[src/rtl/rr_mux4_arb.sv]
// rr_mux4_arb: four-requester round-robin arbiter that owns the select of a WIDTH-bit mux4.
// Define RR_MUX4_LOCK_EN to add the per-requester burst-lock input.

module rr_mux4_arb_mux4 #(
  parameter int unsigned WIDTH = 32
) (
  input  logic [WIDTH-1:0] d0,
  input  logic [WIDTH-1:0] d1,
  input  logic [WIDTH-1:0] d2,
  input  logic [WIDTH-1:0] d3,
  input  logic [1:0]       sel,
  output logic [WIDTH-1:0] y
);
  always_comb begin
    case (sel)
      2'd0:    y = d0;
      2'd1:    y = d1;
      2'd2:    y = d2;
      default: y = d3;
    endcase
  end
endmodule

module rr_mux4_arb #(
  parameter int unsigned WIDTH = 32
) (
  input  logic             clk,
  input  logic             reset,
  input  logic [3:0]       req,
`ifdef RR_MUX4_LOCK_EN
  input  logic [3:0]       lock,
`endif
  input  logic [WIDTH-1:0] d0,
  input  logic [WIDTH-1:0] d1,
  input  logic [WIDTH-1:0] d2,
  input  logic [WIDTH-1:0] d3,
  output logic [3:0]       gnt,
  output logic             out_valid,
  input  logic             out_ready,
  output logic [WIDTH-1:0] out_data,
  output logic [1:0]       sel
);
  typedef enum logic {IDLE = 1'b0, GRANT = 1'b1} state_t;

  state_t     state_q, state_d;
  logic [1:0] sel_q, sel_d;
  logic [1:0] ptr_q, ptr_d;
  logic       xfer;
  logic       hold_lock;

  // First set bit of v, searching upward from start with 2-bit wrap.
  function automatic logic [1:0] rr_pick(input logic [3:0] v, input logic [1:0] start);
    logic [1:0] idx;
    logic       found;
    rr_pick = start;
    found   = 1'b0;
    for (int i = 0; i < 4; i++) begin
      idx = start + 2'(i);
      if (!found && v[idx]) begin
        rr_pick = idx;
        found   = 1'b1;
      end
    end
  endfunction

`ifdef RR_MUX4_LOCK_EN
  assign hold_lock = lock[sel_q] & req[sel_q];
`else
  assign hold_lock = 1'b0;
`endif

  rr_mux4_arb_mux4 #(.WIDTH(WIDTH)) u_mux (
    .d0  (d0),
    .d1  (d1),
    .d2  (d2),
    .d3  (d3),
    .sel (sel_q),
    .y   (out_data)
  );

  assign sel = sel_q;

  // Handshake outputs and next-state; a locked winner keeps sel_q and ptr_q.
  always_comb begin
    state_d   = state_q;
    sel_d     = sel_q;
    ptr_d     = ptr_q;
    out_valid = (state_q == GRANT) & req[sel_q];
    xfer      = out_valid & out_ready;
    gnt       = xfer ? (4'b0001 << sel_q) : 4'b0000;
    case (state_q)
      IDLE: begin
        if (req != 4'b0000) begin
          sel_d   = rr_pick(req, ptr_q);
          state_d = GRANT;
        end
      end
      GRANT: begin
        if (!req[sel_q]) begin
          state_d = IDLE;
        end else if (xfer && !hold_lock) begin
          ptr_d = sel_q + 2'd1;
          if (req != 4'b0000) sel_d = rr_pick(req, sel_q + 2'd1);
          else                state_d = IDLE;
        end
      end
      default: state_d = IDLE;
    endcase
  end

  always_ff @(posedge clk) begin
    if (reset) begin
      state_q <= IDLE;
      sel_q   <= 2'd0;
      ptr_q   <= 2'd0;
    end else begin
      state_q <= state_d;
      sel_q   <= sel_d;
      ptr_q   <= ptr_d;
    end
  end
endmodule
[config.mk]
export PLATFORM = sky130hd
export DESIGN_NAME = rr_mux4_arb
export DESIGN_NICKNAME = d
export VERILOG_FILES = /design/src/rtl/rr_mux4_arb.sv
export SDC_FILE = /design/constraint.sdc
export NUM_CORES = 1
export LEC_CHECK = 0
export ABC_AREA = 1
export ABC_CLOCK_PERIOD_IN_PS = 1800
export CORE_ASPECT_RATIO = 1.1
export CORE_UTILIZATION = 29
export CTS_CLUSTER_DIAMETER = 50
export CTS_CLUSTER_SIZE = 25
export DETAILED_ROUTE_END_ITERATION = 10
export PLACE_DENSITY_LB_ADDON = 0.05
export SLEW_MARGIN = 20
export SYNTH_ARGS = -nofsm -noshare
export SYNTH_HDL_FRONTEND = slang
export SYNTH_HIERARCHICAL = 1
export SYNTH_SLANG_ARGS = --single-unit
[constraint.sdc]
create_clock -name clk -period 1.8 [get_ports clk]
set_input_delay 0.18 -clock clk [delete_from_list [all_inputs] [get_ports clk]]
set_output_delay 0.18 -clock clk [all_outputs]
set_load 0.03 [all_outputs]
* Yosys cells after proc, flatten, opt, wreduce, memory -nomap -nowiden *
Index checks and enable logic that the tools add are counted.

storage, ports and cells
  logic and storage cells = 104
  bits in registers = 5
  output and inout bits = 39

operators by class
  order comparisons = 9
  muxes and demuxes = 59
  eq/ne operators = 6
  bitwise logic cells = 3
  add/sub/neg operators = 7
  shifts and indexed selects = 1
  reduce and logical (&&, ||, !) cells = 16

operator list
  kind                                                   count
  one-hot mux 32 bit (3 select lines)                    1
  two-way mux 1 bit                                      36
  < comparator 2 x 3 -> 1 bit, second input constant     9
  two-way mux 2 bit                                      10
  binary-select mux 1 bit (select 2 bit)                 9
  adder 2 bit, second input constant                     4
  adder 2 x 1 -> 2 bit, second input constant            3
  logical AND 1 bit                                      6
  zero test 1 bit                                        6
  inequality test 2 x 1 -> 1 bit, second input constant  3
  two-way mux 4 bit                                      1
  one-hot mux 2 bit (2 select lines)                     1
  AND reduction 4 bit                                    1
  nonzero test 4 bit                                     1
  << shifter 1 x 2 -> 4 bit, first input constant        1
  AND reduction 3 bit                                    1
  bitwise AND 1 bit                                      2
  equality test 2 x 1 -> 1 bit, second input constant    1
  equality test 2 bit, second input constant             1
  zero test 2 bit                                        1
  inequality test 2 bit, second input constant           1
  one-hot mux 1 bit (2 select lines)                     1
  inverter 1 bit                                         1

* Longest topological paths before layout *
  word-level depth = 29
  mapped depth = 17
  mapped depth without buffers = 16

* Modules after synthesis *
The synthesis kept the hierarchy.

modules (own cells, without submodules)
  module            cells an instance  area an instance (µm²)  seq. area each (µm²)  instances
  rr_mux4_arb_mux4  186                1078.5                  0.0                   1
  rr_mux4_arb       149                833.3                   100.1                 1

* Worst setup path after synthesis *
OpenSTA, ideal clock, no wires.

  path type = register to register
  start point = register sel_q[0], in the netlist sel[0]
  end point = register sel_q[1], in the netlist sel[1]
  arrival = 2.081 ns
  setup time = 0.109 ns
  buffers on the path = 1
  period minus slack after synthesis = 2.190 ns
  cell stages (with the launch flop) = 18
  setup slack = -0.390 ns
  path through = dfxtp_1 -> buf_6 -> inv_6 -> ha_1 -> inv_2 -> nand2_2 -> nand2_2 -> nand2_2 -> nand2_2 -> nand2_1 -> nand2_1 -> nand2_1 -> nand2_1 -> nand3_1 -> nand2_1 -> nand3_1 -> nand2_1 -> inv_1

between the ends
  cells in the longest elaborated chain, start to end = 29

ends and longest elaborated chain
  element                                  line  RTL
  start, declared                          46    logic [1:0] sel_q, sel_d;
  start signal, assigned                   118   sel_q <= sel_d;
  adder 2 x 1 -> 2 bit                     103   if (req != 4'b0000) sel_d = rr_pick(req, sel_q + 2'd1);
  binary-select mux 1 bit (select 2 bit)   59    if (!found && v[idx]) begin
  two-way mux 1 bit (not written as such)  59
  two-way mux 1 bit                        59
  two-way mux 1 bit                        103
  two-way mux 1 bit                        101   end else if (xfer && !hold_lock) begin
  two-way mux 1 bit                        99    if (!req[sel_q]) begin
  two-way mux 1 bit                        91    case (state_q)
  [13 not listed]                          --
  two-way mux 1 bit                        91
  zero test 1 bit                          59
  logical AND 1 bit                        59
  two-way mux 2 bit                        59
  two-way mux 2 bit                        103
  two-way mux 2 bit                        101
  two-way mux 2 bit                        99
  one-hot mux 2 bit (2 select lines)       91

Several ways; a longest one is shown, not always the timed one. The select of a mux whose other input is x is not followed.
A chain may end at the register's enable or synchronous reset.

* Worst setup path in the final report *
Same ends and word-level chain as after synthesis.

==> summary.md <==
| Metric | Value |
|---|---|
| Mapped Nets | `between 400 and 500` |
| RSZ-0062 raised after global routing | `true` |
| # clock sinks | `5` |
| Mapped cell area | `about 1900 um^2` |
| Initial DRC Count | `144` |
| Via count | `2925` |
| Clk_lat worst skew | `0.23 ns` |
| Crit path DAT | `roughly 1.9 ns` |
| Initial antenna violation count | `0` |
| Max FO, Critical Path | `10` |
| # diodes | `0` |
| Global route overflow | `0` |
| Hold_sp | `req[0]` |
| Clock Root Buffer | `clkbuf_8` |
| # rows | `30` |
| Static Leak | `1.61 nW` |
| Delay-heaviest family, CP | `simple AND/OR/NAND/NOR gates` |
| DR pass1 iterations | `5` |
| Sequential area share after synthesis | `5.24%` |
| Fin cells | `a little under 600` |
| Gpl congestion | `approximately 0.94` |
| Critical Path Sink Type | `flip-flop` |
| IO Pins | `174` |
| Area Overhead vs Synth | `95.0%` |
| Setup CP Type | `flip-flop to flip-flop` |
| Post-DP HPWL | `approximately 6.9 mm` |
| Syn Area/Cell | `5.71 um^2` |
| WP data required | `1.93 ns` |
| Worst Tran Pin Value | `0.297 ns` |
| Global-route wire length before repair | `roughly 13 mm` |
| CP max stage delay | `0.39 ns` |
| Worst-path clk slew | `around 0.04 ns` |
| Final ANT Viol Nets | `0` |
| PwrDens | `1600 nW/um^2` |
| Drt total wl | `between 8 and 9 mm` |
| Post-route setup slack | `0.0484 ns` |
| Yosys warning count | `6` |
| Vias in the first global route | `approximately 2600` |
| Library cells used by synthesis | `26` |
| Wire per inst | `15.3 um` |
| Mean number of vias per cell | `4.99` |
| Area of placed instances | `3580 um^2` |
| Final instance area | `about 3700 um^2` |
| Final Hold Vio Count | `0` |
| Total core area | `6270 um^2` |
| Reg2reg end | `sel[1]$_SDFFE_PP0P_` |
| CP most frequent cell | `nand2_1` |
| Crit path cell chain | `inv_8 -> ha_4 -> inv_4 -> nand2_2 -> nand2_4 -> nand2_2 -> nand2_4 -> a21oi_4 -> nand2_1 -> nand2_1 -> nand3_1 -> nand2_1 -> nand3_1 -> nand2_1 -> inv_1` |
| DRC Markers | `0` |
| Fin. max-slew vios | `0` |
| Fmax achieved | `between 500 and 600 MHz` |
| Reg-to-reg startpoint | `sel[0]$_SDFFE_PP0P_` |
| Final period util | `a little over nine tenths` |
| Cells after synthesis | `335` |
| Hold path endpoint | `state_q$_SDFF_PP0_` |
| Initial Util | `30.5%` |
| Max stage delay cell, worst path | `dfxtp_4` |
| Worst vdd ir | `1.29 mV` |
| R2R cell count | `15` |
| Placed cell count | `581` |
| Hold path cells | `4` |
| Place WS | `-0.0203 ns` |
| Number of port buffers | `173` |
| Min Tclk post-route | `1.75 ns` |
| Die area | `6920 um^2` |
| Outcome | `completed` |
| Die W | `79.4 um` |
| R2R Setup Slk | `0.05 ns` |
| Largest net degree at the start of global routing | `43` |
| Setup_tns | `0 ns` |
| Worst setup SP type | `flip-flop` |
| Fraction of layout cells with a size suffix above 1 | `between 20% and 30%` |
| Post-layout util | `between 50% and 60%` |
| Die height | `87.2 um` |
| Global Route Usage Sum | `roughly 24%` |
| Nets | `646` |
| Max_cap viols | `0` |
| H-tree levels | `1` |
| Post-CTS Hold Buffers | `0` |
| Total CTS buffers | `3` |
| Hold Path Class | `primary input to flip-flop` |
| Final worst clock skew | `0.00129 ns` |
| WP buf/inv | `3` |
| CTS tree | `built` |
| Setup-failing EPs final | `0` |
| Max clock buf depth | `2` |
| Slew Limit Headroom | `80.2%` |
| Flops & latches, synth | `5` |
[area by class of cell]
cell class / count / area [um^2]
fillers: 581 / 2540
repair buffers: 192 / 1840
multi-input cells: 282 / 1530
flip-flops and latches: 5 / 108
inverters: 23 / 101
well taps: 80 / 100
clock buffers: 4 / 45.0
[stage by stage]
step	hold slack, ns	total power, W
6_report	0.485	0.00597
5_1_grt	0.575	0.00637
4_1_cts	0.527	0.00578
3_5_place_dp	0.660	0.00550
3_3_place_gp	0.655	0.00549
2_1_floorplan	0.249	0.00394
[repair_timing]
| action | in CTS | in global routing |
|---|---|---|
| pin swaps | 1 | 7 |
| setup buffers | 0 | 2 |
| resized for setup | 8 | 16 |
| endpoints found under the setup margin | 33 | 33 |
[cells by family (layout without fill, tap and decap cells)]
group                    after synthesis  after routing  share of synthesized area [%]
flip-flops                             5              5                           5.24
buffers and inverters                 48            219                           17.4
AND/OR/NAND/NOR                      267            267                           71.0
adder cells (fa/ha/maj)                4              4                           2.62
AO/OA/AOI/OAI                         11             11                           3.73
[how the worst max path moves through the flow]
stage / startpoint / endpoint / slack [ns] / cells after the start
5_1_grt: sel[0]$_SDFFE_PP0P_ / sel[1]$_SDFFE_PP0P_ / -0.08 / 15
6_report: sel[0]$_SDFFE_PP0P_ / sel[1]$_SDFFE_PP0P_ / 0.05 / 15
3_5_place_dp: req[0] / gnt[3] / -0.02 / 10
3_3_place_gp: req[3] / sel[1]$_SDFFE_PP0P_ / 0.006 / 8
2_1_floorplan: sel[0]$_SDFFE_PP0P_ / sel[1]$_SDFFE_PP0P_ / -0.02 / 16
4_1_cts: sel[0]$_SDFFE_PP0P_ / gnt[3] / 0.001 / 10
[state kept, by name, summed over array words and instances (netlist names)]
register / cells
sel: 2
state_q: 1
ptr_q: 2
[cell usage after synthesis]
cell | number | area, um^2
nand3_1 | 110 | 551
o21a_1 | 1 | 7.51
a21oi_4 | 1 | 16.3
or2_2 | 1 | 6.26
nor2_4 | 1 | 11.3
buf_2 | 8 | 40.0
ha_1 | 4 | 50.1
o31ai_1 | 1 | 7.51
inv_1 | 17 | 63.8
inv_2 | 4 | 15.0
nand2_1 | 87 | 327
buf_8 | 5 | 75.1
o21ai_0 | 3 | 15.0
nand3_2 | 10 | 100
nand2_4 | 4 | 45.0
nand2_2 | 12 | 75.1
o21ai_1 | 1 | 5.00
inv_6 | 2 | 17.5
buf_12 | 1 | 20.0
nor2_2 | 2 | 12.5
dfxtp_1 | 5 | 100
nand4_1 | 32 | 200
nor2_1 | 8 | 30.0
buf_4 | 6 | 45.0
buf_6 | 5 | 56.3
a21oi_1 | 4 | 20.0
[placed cells by master (no fill, tap or decap), types with 4 or more instances in the layout]
cell             instances
clkdlybuf4s50_1        132
nand3_1                109
nand2_1                 84
buf_4                   51
nand4_1                 32
inv_1                   15
nand2_2                 13
nand3_2                 10
nor2_1                   6
nand2_4                  6
inv_2                    5
a21oi_1                  4
buf_12                   4
[routing by layer]
layer  global-route usage (%)  vias up  wire, um
li1                         -     1505         -
met3                     5.65       11       665
met2                     43.9       98      4430
met1                     29.1     1311      3780
met4                     5.95        0       117
met5                        0        -         0
[report_power, final]
| part | switching (W) | internal [W] |
|---|---|---|
| sequential | 0.0000528 | 0.000158 |
| clock | 0.0000693 | 0.000153 |
| combinational | 0.00345 | 0.00209 |
| total | 0.00357 | 0.00240 |
[worst min-delay path, delay by kind of cell]
| family | cells | cell delay [ns] |
|---|---|---|
| AND/OR/NAND/NOR | 1 | 0.14 |
| AO/OA/AOI/OAI | 2 | 0.20 |
| buffers and inverters | 1 | 0.16 |
No activity file was read; power rests on OpenSTA's default activity.
